`src/rtl/audio_pkg.sv`:
```
// ---------------------------------------------------------------------------
// audio_pkg
// Shared definitions for the I2S receive path: sample width, the receiver
// state enumeration, the default FIFO depth and a small helper that
// left-justifies a partially received sample.
// ---------------------------------------------------------------------------
package audio_pkg;

  localparam int SAMPLE_W           = 16;
  localparam int DEFAULT_FIFO_DEPTH = 4;

  // Receiver states, in the order a word normally walks through them.
  typedef enum logic [2:0] {
    SYNC    = 3'd0,
    WAIT_CH = 3'd1,
    SKIP    = 3'd2,
    SHIFT   = 3'd3,
    HOLD    = 3'd4
  } rx_state_t;

  // A word cut short by a WS change keeps its received bits at the top of
  // the sample.  The unfilled LSBs come out as zero.
  function automatic logic [SAMPLE_W-1:0] left_justify(
    input logic [SAMPLE_W-1:0] bits,
    input logic [4:0]          nbits
  );
    return bits << (5'd16 - nbits);
  endfunction

endpackage

```
`src/rtl/audio_i2s_rx_if.sv`:
```
// ---------------------------------------------------------------------------
// audio_i2s_rx_if
// Sample stream leaving the I2S receiver.
//   Data_OUT   : signed Q1.15 sample at the FIFO head, zero when not valid
//   Data_VALID : FIFO not empty
//   Data_READY : consumer takes the head sample on this CLK edge
//   OVERRUN    : one-CLK pulse when a finished sample was dropped
// master = receiver side, slave = consumer side (e.g. IIR_Filter).
// ---------------------------------------------------------------------------
interface audio_i2s_rx_if;
  import audio_pkg::*;

  logic [SAMPLE_W-1:0] Data_OUT;
  logic                Data_VALID;
  logic                Data_READY;
  logic                OVERRUN;

  modport master (
    output Data_OUT,
    output Data_VALID,
    output OVERRUN,
    input  Data_READY
  );

  modport slave (
    input  Data_OUT,
    input  Data_VALID,
    input  OVERRUN,
    output Data_READY
  );

endinterface

```
`src/rtl/sample_fifo.sv`:
```
// ---------------------------------------------------------------------------
// sample_fifo
// Small synchronous first-in first-out buffer for finished audio samples.
//   CLK, RESET : system clock, synchronous active-high reset
//   push       : store push_data this cycle (dropped when full and no pop)
//   push_data  : sample to store
//   pop        : consumer takes the head entry (ignored when empty)
//   pop_data   : head entry, forced to zero while empty
//   valid      : FIFO holds at least one entry
//   overrun    : one-cycle pulse after a push was dropped
// DEPTH must be a power of two from 2 to 16.
// ---------------------------------------------------------------------------
module sample_fifo #(
  parameter int WIDTH = 16,
  parameter int DEPTH = 4
) (
  input  logic             CLK,
  input  logic             RESET,
  input  logic             push,
  input  logic [WIDTH-1:0] push_data,
  input  logic             pop,
  output logic [WIDTH-1:0] pop_data,
  output logic             valid,
  output logic             overrun
);

  localparam int AW = $clog2(DEPTH);

  logic [WIDTH-1:0] mem [DEPTH];
  logic [AW-1:0]    wr_ptr;
  logic [AW-1:0]    rd_ptr;
  logic [AW:0]      count;
  logic             full;
  logic             empty;
  logic             push_ok;
  logic             pop_ok;

  // A full FIFO can still accept a push when its head leaves on the same
  // edge.  The write then lands in the slot being vacated.
  always_comb begin
    full    = (count == (AW+1)'(DEPTH));
    empty   = (count == '0);
    pop_ok  = pop & ~empty;
    push_ok = push & (~full | pop_ok);
  end

  // Storage array.  It has no reset: the pointers and count decide what is
  // live, so stale contents are never visible.
  always_ff @(posedge CLK) begin
    if (push_ok) begin
      mem[wr_ptr] <= push_data;
    end
  end

  // Pointers wrap naturally because DEPTH is a power of two.  The count is
  // one bit wider than the pointers so that full and empty stay distinct.
  always_ff @(posedge CLK) begin
    if (RESET) begin
      wr_ptr  <= '0;
      rd_ptr  <= '0;
      count   <= '0;
      overrun <= 1'b0;
    end else begin
      if (push_ok) begin
        wr_ptr <= wr_ptr + 1'b1;
      end
      if (pop_ok) begin
        rd_ptr <= rd_ptr + 1'b1;
      end
      case ({push_ok, pop_ok})
        2'b10:   count <= count + 1'b1;
        2'b01:   count <= count - 1'b1;
        default: count <= count;
      endcase
      overrun <= push & full & ~pop;
    end
  end

  // The head is exposed only while valid.  Otherwise the output is zero.
  always_comb begin
    valid    = ~empty;
    pop_data = empty ? '0 : mem[rd_ptr];
  end

endmodule

```
`src/rtl/audio_i2s_rx.sv`:
```
// ---------------------------------------------------------------------------
// audio_i2s_rx
// Captures one channel of an I2S stream into 16-bit samples and buffers them
// for the downstream filter.
//   CLK, RESET : system clock, synchronous active-high reset
//   SCK, WS, SD: I2S bit clock, word select and serial data, all
//                asynchronous to CLK (SCK at most CLK/8)
//   bus        : sample stream (Data_OUT / Data_VALID / Data_READY / OVERRUN)
// CHANNEL picks the channel: 0 = left (WS low), 1 = right (WS high).
// FIFO_DEPTH is a power of two from 2 to 16.
// ---------------------------------------------------------------------------
module audio_i2s_rx
  import audio_pkg::*;
#(
  parameter int CHANNEL    = 0,
  parameter int FIFO_DEPTH = DEFAULT_FIFO_DEPTH
) (
  input  logic              CLK,
  input  logic              RESET,
  input  logic              SCK,
  input  logic              WS,
  input  logic              SD,
  audio_i2s_rx_if.master    bus
);

  localparam logic SEL_WS = (CHANNEL != 0);

  logic [1:0]          sck_s;
  logic [1:0]          ws_s;
  logic [1:0]          sd_s;
  logic                sck_d;
  logic                ws_prev;
  logic                sck_rise;
  logic                ws_chg;

  rx_state_t           state;
  rx_state_t           state_nxt;
  logic [SAMPLE_W-1:0] shreg;
  logic [SAMPLE_W-1:0] shreg_nxt;
  logic [4:0]          bit_cnt;
  logic [4:0]          bit_cnt_nxt;
  logic                push_req;
  logic                push_req_nxt;
  logic [SAMPLE_W-1:0] push_data;
  logic [SAMPLE_W-1:0] push_data_nxt;

  // Two-flop synchronizers on every serial input.  sck_d holds the previous
  // synchronized SCK so that a rising edge can be found.  ws_prev holds the
  // WS level seen at the last SCK rising edge.  ws_prev resets low, so a WS
  // line that is already high can look like a change on the first edge.
  // That only moves SYNC to WAIT_CH, which still waits for a real change
  // before capturing, so no misaligned word can slip through.
  always_ff @(posedge CLK) begin
    if (RESET) begin
      sck_s   <= '0;
      ws_s    <= '0;
      sd_s    <= '0;
      sck_d   <= 1'b0;
      ws_prev <= 1'b0;
    end else begin
      sck_s <= {sck_s[0], SCK};
      ws_s  <= {ws_s[0], WS};
      sd_s  <= {sd_s[0], SD};
      sck_d <= sck_s[1];
      if (sck_rise) begin
        ws_prev <= ws_s[1];
      end
    end
  end

  always_comb begin
    sck_rise = sck_s[1] & ~sck_d;
    ws_chg   = sck_rise & (ws_s[1] != ws_prev);
  end

  // Receiver state register.
  always_ff @(posedge CLK) begin
    if (RESET) begin
      state <= SYNC;
    end else begin
      state <= state_nxt;
    end
  end

  // Datapath registers.  A finished sample sits in push_data with push_req
  // set for one cycle, so it reaches the FIFO on the CLK edge after the
  // completing SCK edge.
  always_ff @(posedge CLK) begin
    if (RESET) begin
      shreg     <= '0;
      bit_cnt   <= '0;
      push_req  <= 1'b0;
      push_data <= '0;
    end else begin
      shreg     <= shreg_nxt;
      bit_cnt   <= bit_cnt_nxt;
      push_req  <= push_req_nxt;
      push_data <= push_data_nxt;
    end
  end

  // Next-state and datapath control.  The SCK edge where WS changes carries
  // the last bit of the previous word; this is the I2S one-bit delay.  That
  // edge is consumed by WAIT_CH, so SKIP only clears the shift state and
  // hands over to SHIFT for the MSB on the following edge.  SCK edges are
  // at least 8 CLKs apart, so SKIP never overlaps an edge.
  always_comb begin
    state_nxt     = state;
    shreg_nxt     = shreg;
    bit_cnt_nxt   = bit_cnt;
    push_req_nxt  = 1'b0;
    push_data_nxt = push_data;
    case (state)
      SYNC: begin
        if (ws_chg) begin
          state_nxt = WAIT_CH;
        end
      end
      WAIT_CH: begin
        if (ws_chg && (ws_s[1] == SEL_WS)) begin
          state_nxt = SKIP;
        end
      end
      SKIP: begin
        shreg_nxt   = '0;
        bit_cnt_nxt = '0;
        state_nxt   = SHIFT;
      end
      SHIFT: begin
        if (ws_chg) begin
          push_req_nxt  = 1'b1;
          push_data_nxt = left_justify(shreg, bit_cnt);
          state_nxt     = WAIT_CH;
        end else if (sck_rise) begin
          shreg_nxt   = {shreg[SAMPLE_W-2:0], sd_s[1]};
          bit_cnt_nxt = bit_cnt + 5'd1;
          if (bit_cnt == 5'd15) begin
            push_req_nxt  = 1'b1;
            push_data_nxt = {shreg[SAMPLE_W-2:0], sd_s[1]};
            state_nxt     = HOLD;
          end
        end
      end
      HOLD: begin
        if (ws_chg) begin
          state_nxt = WAIT_CH;
        end
      end
      default: begin
        state_nxt = SYNC;
      end
    endcase
  end

  sample_fifo #(
    .WIDTH (SAMPLE_W),
    .DEPTH (FIFO_DEPTH)
  ) u_fifo (
    .CLK       (CLK),
    .RESET     (RESET),
    .push      (push_req),
    .push_data (push_data),
    .pop       (bus.Data_READY),
    .pop_data  (bus.Data_OUT),
    .valid     (bus.Data_VALID),
    .overrun   (bus.OVERRUN)
  );

endmodule

```
`src/flat_wrapper.sv`:
```
// flat-port wrapper written by rule: the top's interface ports become plain ports
module audio_i2s_rx_flat import audio_pkg::*;
#(
  parameter int CHANNEL    = 0,
  parameter int FIFO_DEPTH = DEFAULT_FIFO_DEPTH
)
  (CLK, RESET, SCK, WS, SD, bus_Data_OUT, bus_Data_VALID, bus_OVERRUN, bus_Data_READY);
  audio_i2s_rx_if bus_i ();
  input  logic CLK;
  input  logic RESET;
  input  logic SCK;
  input  logic WS;
  input  logic SD;
  output wire logic [$bits(bus_i.Data_OUT)-1:0] bus_Data_OUT;
  output wire logic [$bits(bus_i.Data_VALID)-1:0] bus_Data_VALID;
  output wire logic [$bits(bus_i.OVERRUN)-1:0] bus_OVERRUN;
  input wire logic [$bits(bus_i.Data_READY)-1:0] bus_Data_READY;
  assign bus_Data_OUT = bus_i.Data_OUT;
  assign bus_Data_VALID = bus_i.Data_VALID;
  assign bus_OVERRUN = bus_i.OVERRUN;
  assign bus_i.Data_READY = bus_Data_READY;
  audio_i2s_rx #(.CHANNEL(CHANNEL), .FIFO_DEPTH(FIFO_DEPTH)) u_core (.CLK(CLK), .RESET(RESET), .SCK(SCK), .WS(WS), .SD(SD), .bus(bus_i));
endmodule
```
`config.mk`:
```
export PLATFORM = sky130hd
export DESIGN_NAME = audio_i2s_rx_flat
export DESIGN_NICKNAME = d
export VERILOG_FILES = /design/src/rtl/audio_pkg.sv /design/src/rtl/audio_i2s_rx_if.sv /design/src/rtl/sample_fifo.sv /design/src/rtl/audio_i2s_rx.sv /design/src/flat_wrapper.sv
export SDC_FILE = /design/constraint.sdc
export NUM_CORES = 1
export LEC_CHECK = 0
export ABC_AREA = 1
export BUFFER_PORTS_ARGS = -buffer_cell sky130_fd_sc_hd__buf_4
export CAP_MARGIN = 20
export CORE_ASPECT_RATIO = 1.75
export CORE_MARGIN = 1.5
export CORE_UTILIZATION = 30
export DETAILED_ROUTE_END_ITERATION = 12
export SETUP_SLACK_MARGIN = 0.5
export SLEW_MARGIN = 20
export SYNTH_ARGS = -nofsm -noshare
export SYNTH_HDL_FRONTEND = slang
export SYNTH_SLANG_ARGS = --single-unit
```
`constraint.sdc`:
```
create_clock -name CLK -period 3.19 [get_ports CLK]
set_clock_uncertainty 0.1 [all_clocks]
set_input_delay 0.319 -clock CLK [delete_from_list [all_inputs] [get_ports CLK]]
set_output_delay 0.319 -clock CLK [all_outputs]
set_load 0.01 [all_outputs]
```
==> impl_metrics.env <==
export IMPL_setup_viol=0
export IMPL_clockBufferDepth=2
export IMPL_cts_root_buf="sky130_fd_sc_hd__clkbuf_16"
export IMPL_post_cts_repair_setup_buffers=0
export IMPL_core_region_area_sq_um=19110
export IMPL_final_cell_mix="sky130_fd_sc_hd__nor2_1, sky130_fd_sc_hd__nand2_1, sky130_fd_sc_hd__o21ai_0, sky130_fd_sc_hd__nand3_1, sky130_fd_sc_hd__edfxtp_1"
export IMPL_crit_path_start_kind="register"
export IMPL_number_of_synthesized_register_bits=123
export IMPL_globalplace_congestion=0.9050
export IMPL_cts_inserted_buffers=17
export IMPL_post_cts_hold_buffer_count=2
export IMPL_setup_tns_final_ns=0
export IMPL_maxSlewViolCount=0
export IMPL_internal_power_mw=3.376
export IMPL_initial_core_util_pct=30.62
export IMPL_route_final_wire_length_microns=13330
export IMPL_buffer_ports_inserted=23
export IMPL_vdd_ir_drop_worst_mv=0.3318
export IMPL_routedWlPerCell_microns=13.47
export IMPL_critPathCaptureType="primary output"
export IMPL_whs_ns=0.02841
export IMPL_die_width_microns=108.6
export IMPL_area_growth_from_synthesis_to_layout_pct=16.95
export IMPL_pin_count=24
export IMPL_maximum_number_of_pins_on_one_net_before_global_route_repair=33
export IMPL_maxCapViolCount=0
export IMPL_synth_sequential_area_ratio_pct=53.01
export IMPL_power_sequential_fraction_pct=37.2
export IMPL_worst_endpoint_required_ns=2.77
export IMPL_fp_row_count=67
export IMPL_critical_path_max_fanout=26
export IMPL_layout_drive_gt1_share_pct=11.48
export IMPL_report_final_hold_viol_count=0
export IMPL_worst_slew_pin_slew_ns=1.060
export IMPL_regArea_sq_um=3103
export IMPL_rsz_0062_raised_after_global_routing="false"
export IMPL_drtIter0Drc=335
export IMPL_route_antenna_remaining_nets=0
export IMPL_synth_net_count=731
export IMPL_grt_pass1_vias=4686
export IMPL_power_switching_fraction_pct=26.85
export IMPL_timing_critical_path_arrival_ns=1.96
export IMPL_power_net_switching_mw=1.239
export IMPL_cts_resized=0
export IMPL_nets=750
export IMPL_mostFrequentLayoutCell="sky130_fd_sc_hd__nor2_1"
export IMPL_die_area_sq_um=20390
export IMPL_achievable_frequency_ghz=0.4207
export IMPL_min_period_over_period_pct=74.52
export IMPL_diodes=0
export IMPL_cts_reportedPaths_clkPinSlew_ns=0.06
export IMPL_multiInputGateArea_sq_um=2292
export IMPL_shortest_period_the_worst_path_allows_ns=2.377
export IMPL_synth_yosys_warnings=0
export IMPL_count_of_mapped_cells_out_of_synthesis=717
export IMPL_syn_area_sq_um=5853
export IMPL_power_share_clock_pct=42.9
export IMPL_cts_sinks=123
export IMPL_grt_pass1_wl_microns=22290
export IMPL_cts_tree="built"
export IMPL_first_pass_iters=6
export IMPL_hpwlAfterDp_microns=9399
export IMPL_grt_overflow=0
export IMPL_vias=4728
export IMPL_dp_cells=956
export IMPL_slew_headroom_pct=28.80
export IMPL_floorplan_die_height_microns=187.8
export IMPL_synth_cell_types=33
export IMPL_total_leakage_power_nw=2.742
export IMPL_critical_path_class="reg -> out"
export IMPL_worst_hold_path_type="in -> reg"
export IMPL_cts_max_level=4
export IMPL_clock_insertion_delay_worst_skew_ns=0.41
export IMPL_antenna_found_initial=0
export IMPL_grt_usage_pct=14.10
export IMPL_power_density_nw_per_um2=674.2
export IMPL_vias_per_cell=4.776
export IMPL_run_status="complete, no violations"
export IMPL_synth_avg_cell_area_sq_um=8.163
export IMPL_share_comb_of_total_power_pct=19.9
export IMPL_remaining_drc_errors=0
export IMPL_final_cells=990
export IMPL_fillerInstances=1928
## power by group through the flow
stage / sequential (mW) / clock, mW / combinational (mW)
2_1_floorplan: 1.73 / 0 / 0.500
3_3_place_gp: 1.75 / 0 / 0.928
3_5_place_dp: 1.75 / 0 / 0.935
4_1_cts: 1.72 / 2.02 / 0.938
5_1_grt: 1.72 / 2.08 / 1.02
6_report: 1.72 / 1.98 / 0.917
## metrics by stage
stage	instance area, sq um	utilization [%]	power [mW]	setup WS (ns)
2_1_floorplan	5853	-	2.231	1.200
3_3_place_gp	6203	32.46	2.676	0.8604
3_5_place_dp	6203	32.46	2.684	0.8469
4_1_cts	6845	35.81	4.673	0.7595
5_1_grt	6845	35.81	4.822	0.5430
6_report	6845	35.81	4.615	0.8128
## synthesized netlist by cell type
| cell type | n | area share [%] |
|---|---|---|
| sky130_fd_sc_hd__fa_1 | 1 | 0.34 |
| sky130_fd_sc_hd__nor2_4 | 3 | 0.58 |
| sky130_fd_sc_hd__nor2_2 | 1 | 0.11 |
| sky130_fd_sc_hd__nand3_1 | 64 | 5.5 |
| sky130_fd_sc_hd__xnor2_1 | 1 | 0.15 |
| sky130_fd_sc_hd__a21oi_2 | 1 | 0.15 |
| sky130_fd_sc_hd__inv_4 | 1 | 0.11 |
| sky130_fd_sc_hd__nor3b_1 | 1 | 0.13 |
| sky130_fd_sc_hd__a21oi_1 | 43 | 3.7 |
| sky130_fd_sc_hd__xor2_1 | 1 | 0.15 |
| sky130_fd_sc_hd__nand2_1 | 109 | 7.0 |
| sky130_fd_sc_hd__o21ai_0 | 76 | 6.5 |
| sky130_fd_sc_hd__clkinv_1 | 1 | 0.064 |
| sky130_fd_sc_hd__buf_6 | 4 | 0.77 |
| sky130_fd_sc_hd__nand2_2 | 7 | 0.75 |
| sky130_fd_sc_hd__nand3_4 | 1 | 0.30 |
| sky130_fd_sc_hd__xor2_2 | 1 | 0.28 |
| sky130_fd_sc_hd__dfxtp_1 | 59 | 20 |
| sky130_fd_sc_hd__nor2_1 | 161 | 10 |
| sky130_fd_sc_hd__a211oi_1 | 1 | 0.13 |
| sky130_fd_sc_hd__inv_2 | 6 | 0.38 |
| sky130_fd_sc_hd__o21ai_1 | 3 | 0.26 |
| sky130_fd_sc_hd__clkbuf_1 | 13 | 0.83 |
| sky130_fd_sc_hd__buf_1 | 2 | 0.13 |
| sky130_fd_sc_hd__edfxtp_1 | 64 | 33 |
| sky130_fd_sc_hd__a22oi_1 | 8 | 1.0 |
| sky130_fd_sc_hd__nor3_1 | 1 | 0.085 |
| sky130_fd_sc_hd__buf_2 | 9 | 0.77 |
| sky130_fd_sc_hd__a21oi_4 | 1 | 0.28 |
| sky130_fd_sc_hd__ha_1 | 7 | 1.5 |
| sky130_fd_sc_hd__inv_1 | 58 | 3.7 |
| sky130_fd_sc_hd__buf_4 | 7 | 0.90 |
| sky130_fd_sc_hd__clkinv_4 | 1 | 0.15 |
## layout make-up
type,count,share of cell area [%]
Clock inverter,10,1.992
Clock buffer,22,7.092
Multi-Input combinational cell,492,33.49
Timing Repair Buffer,35,3.912
Inverter,67,3.784
Tap cell,241,4.405
Sequential cell,123,45.33
## state kept, by name (all words and copies together), names as in the netlist, 3 cells and up, named ones only
| register | cells |
|---|---|
| u_core.state | 3 |
| u_core.u_fifo.count | 3 |
| u_core.u_fifo.mem | 64 |
| u_core.shreg | 16 |
| u_core.push_data | 16 |
| u_core.bit_cnt | 5 |
## cell families after synthesis
kind of cell / count (synthesis) / share of synthesized area [%]
AO/OA/AOI/OAI: 133 / 12.01
XOR/XNOR: 3 / 0.5773
adder cells (fa/ha/maj): 8 / 1.838
buffers and inverters: 102 / 7.824
flip-flops: 123 / 53.01
AND/OR/NAND/NOR: 348 / 24.73
## worst paths after layout
check                               to  slack, ns  depth (start not counted)               from
setup / recovery       bus_Data_OUT[6]       0.81                          6           register
hold reg to reg        u_core.sck_s[1]       0.30                          2    u_core.sck_s[0]
setup reg to reg  u_core.push_data[12]       0.82                          9  u_core.bit_cnt[0]
hold / removal          u_core.sd_s[0]       0.03                          3                 SD
## worst max-delay path, cell delays in order, from the launching register on
cell and delay, ns:
sky130_fd_sc_hd__dfxtp_1 0.53, sky130_fd_sc_hd__buf_4 0.37, sky130_fd_sc_hd__nor2_1 0.09, sky130_fd_sc_hd__nor2_1 0.16
sky130_fd_sc_hd__o21ai_0 0.11, sky130_fd_sc_hd__a21oi_1 0.14, sky130_fd_sc_hd__buf_4 0.14
## layer usage
| metal | vias up | track usage, % | wire length, microns |
|---|---|---|---|
| met5 | - | 0 | 0 |
| met4 | 0 | 8.957 | 550 |
| met3 | 47 | 2.051 | 332 |
| met2 | 134 | 27.43 | 7656 |
| met1 | 2148 | 13.06 | 4792 |
| li1 | 2399 | - | - |
Power figures use the tool's default switching activity.
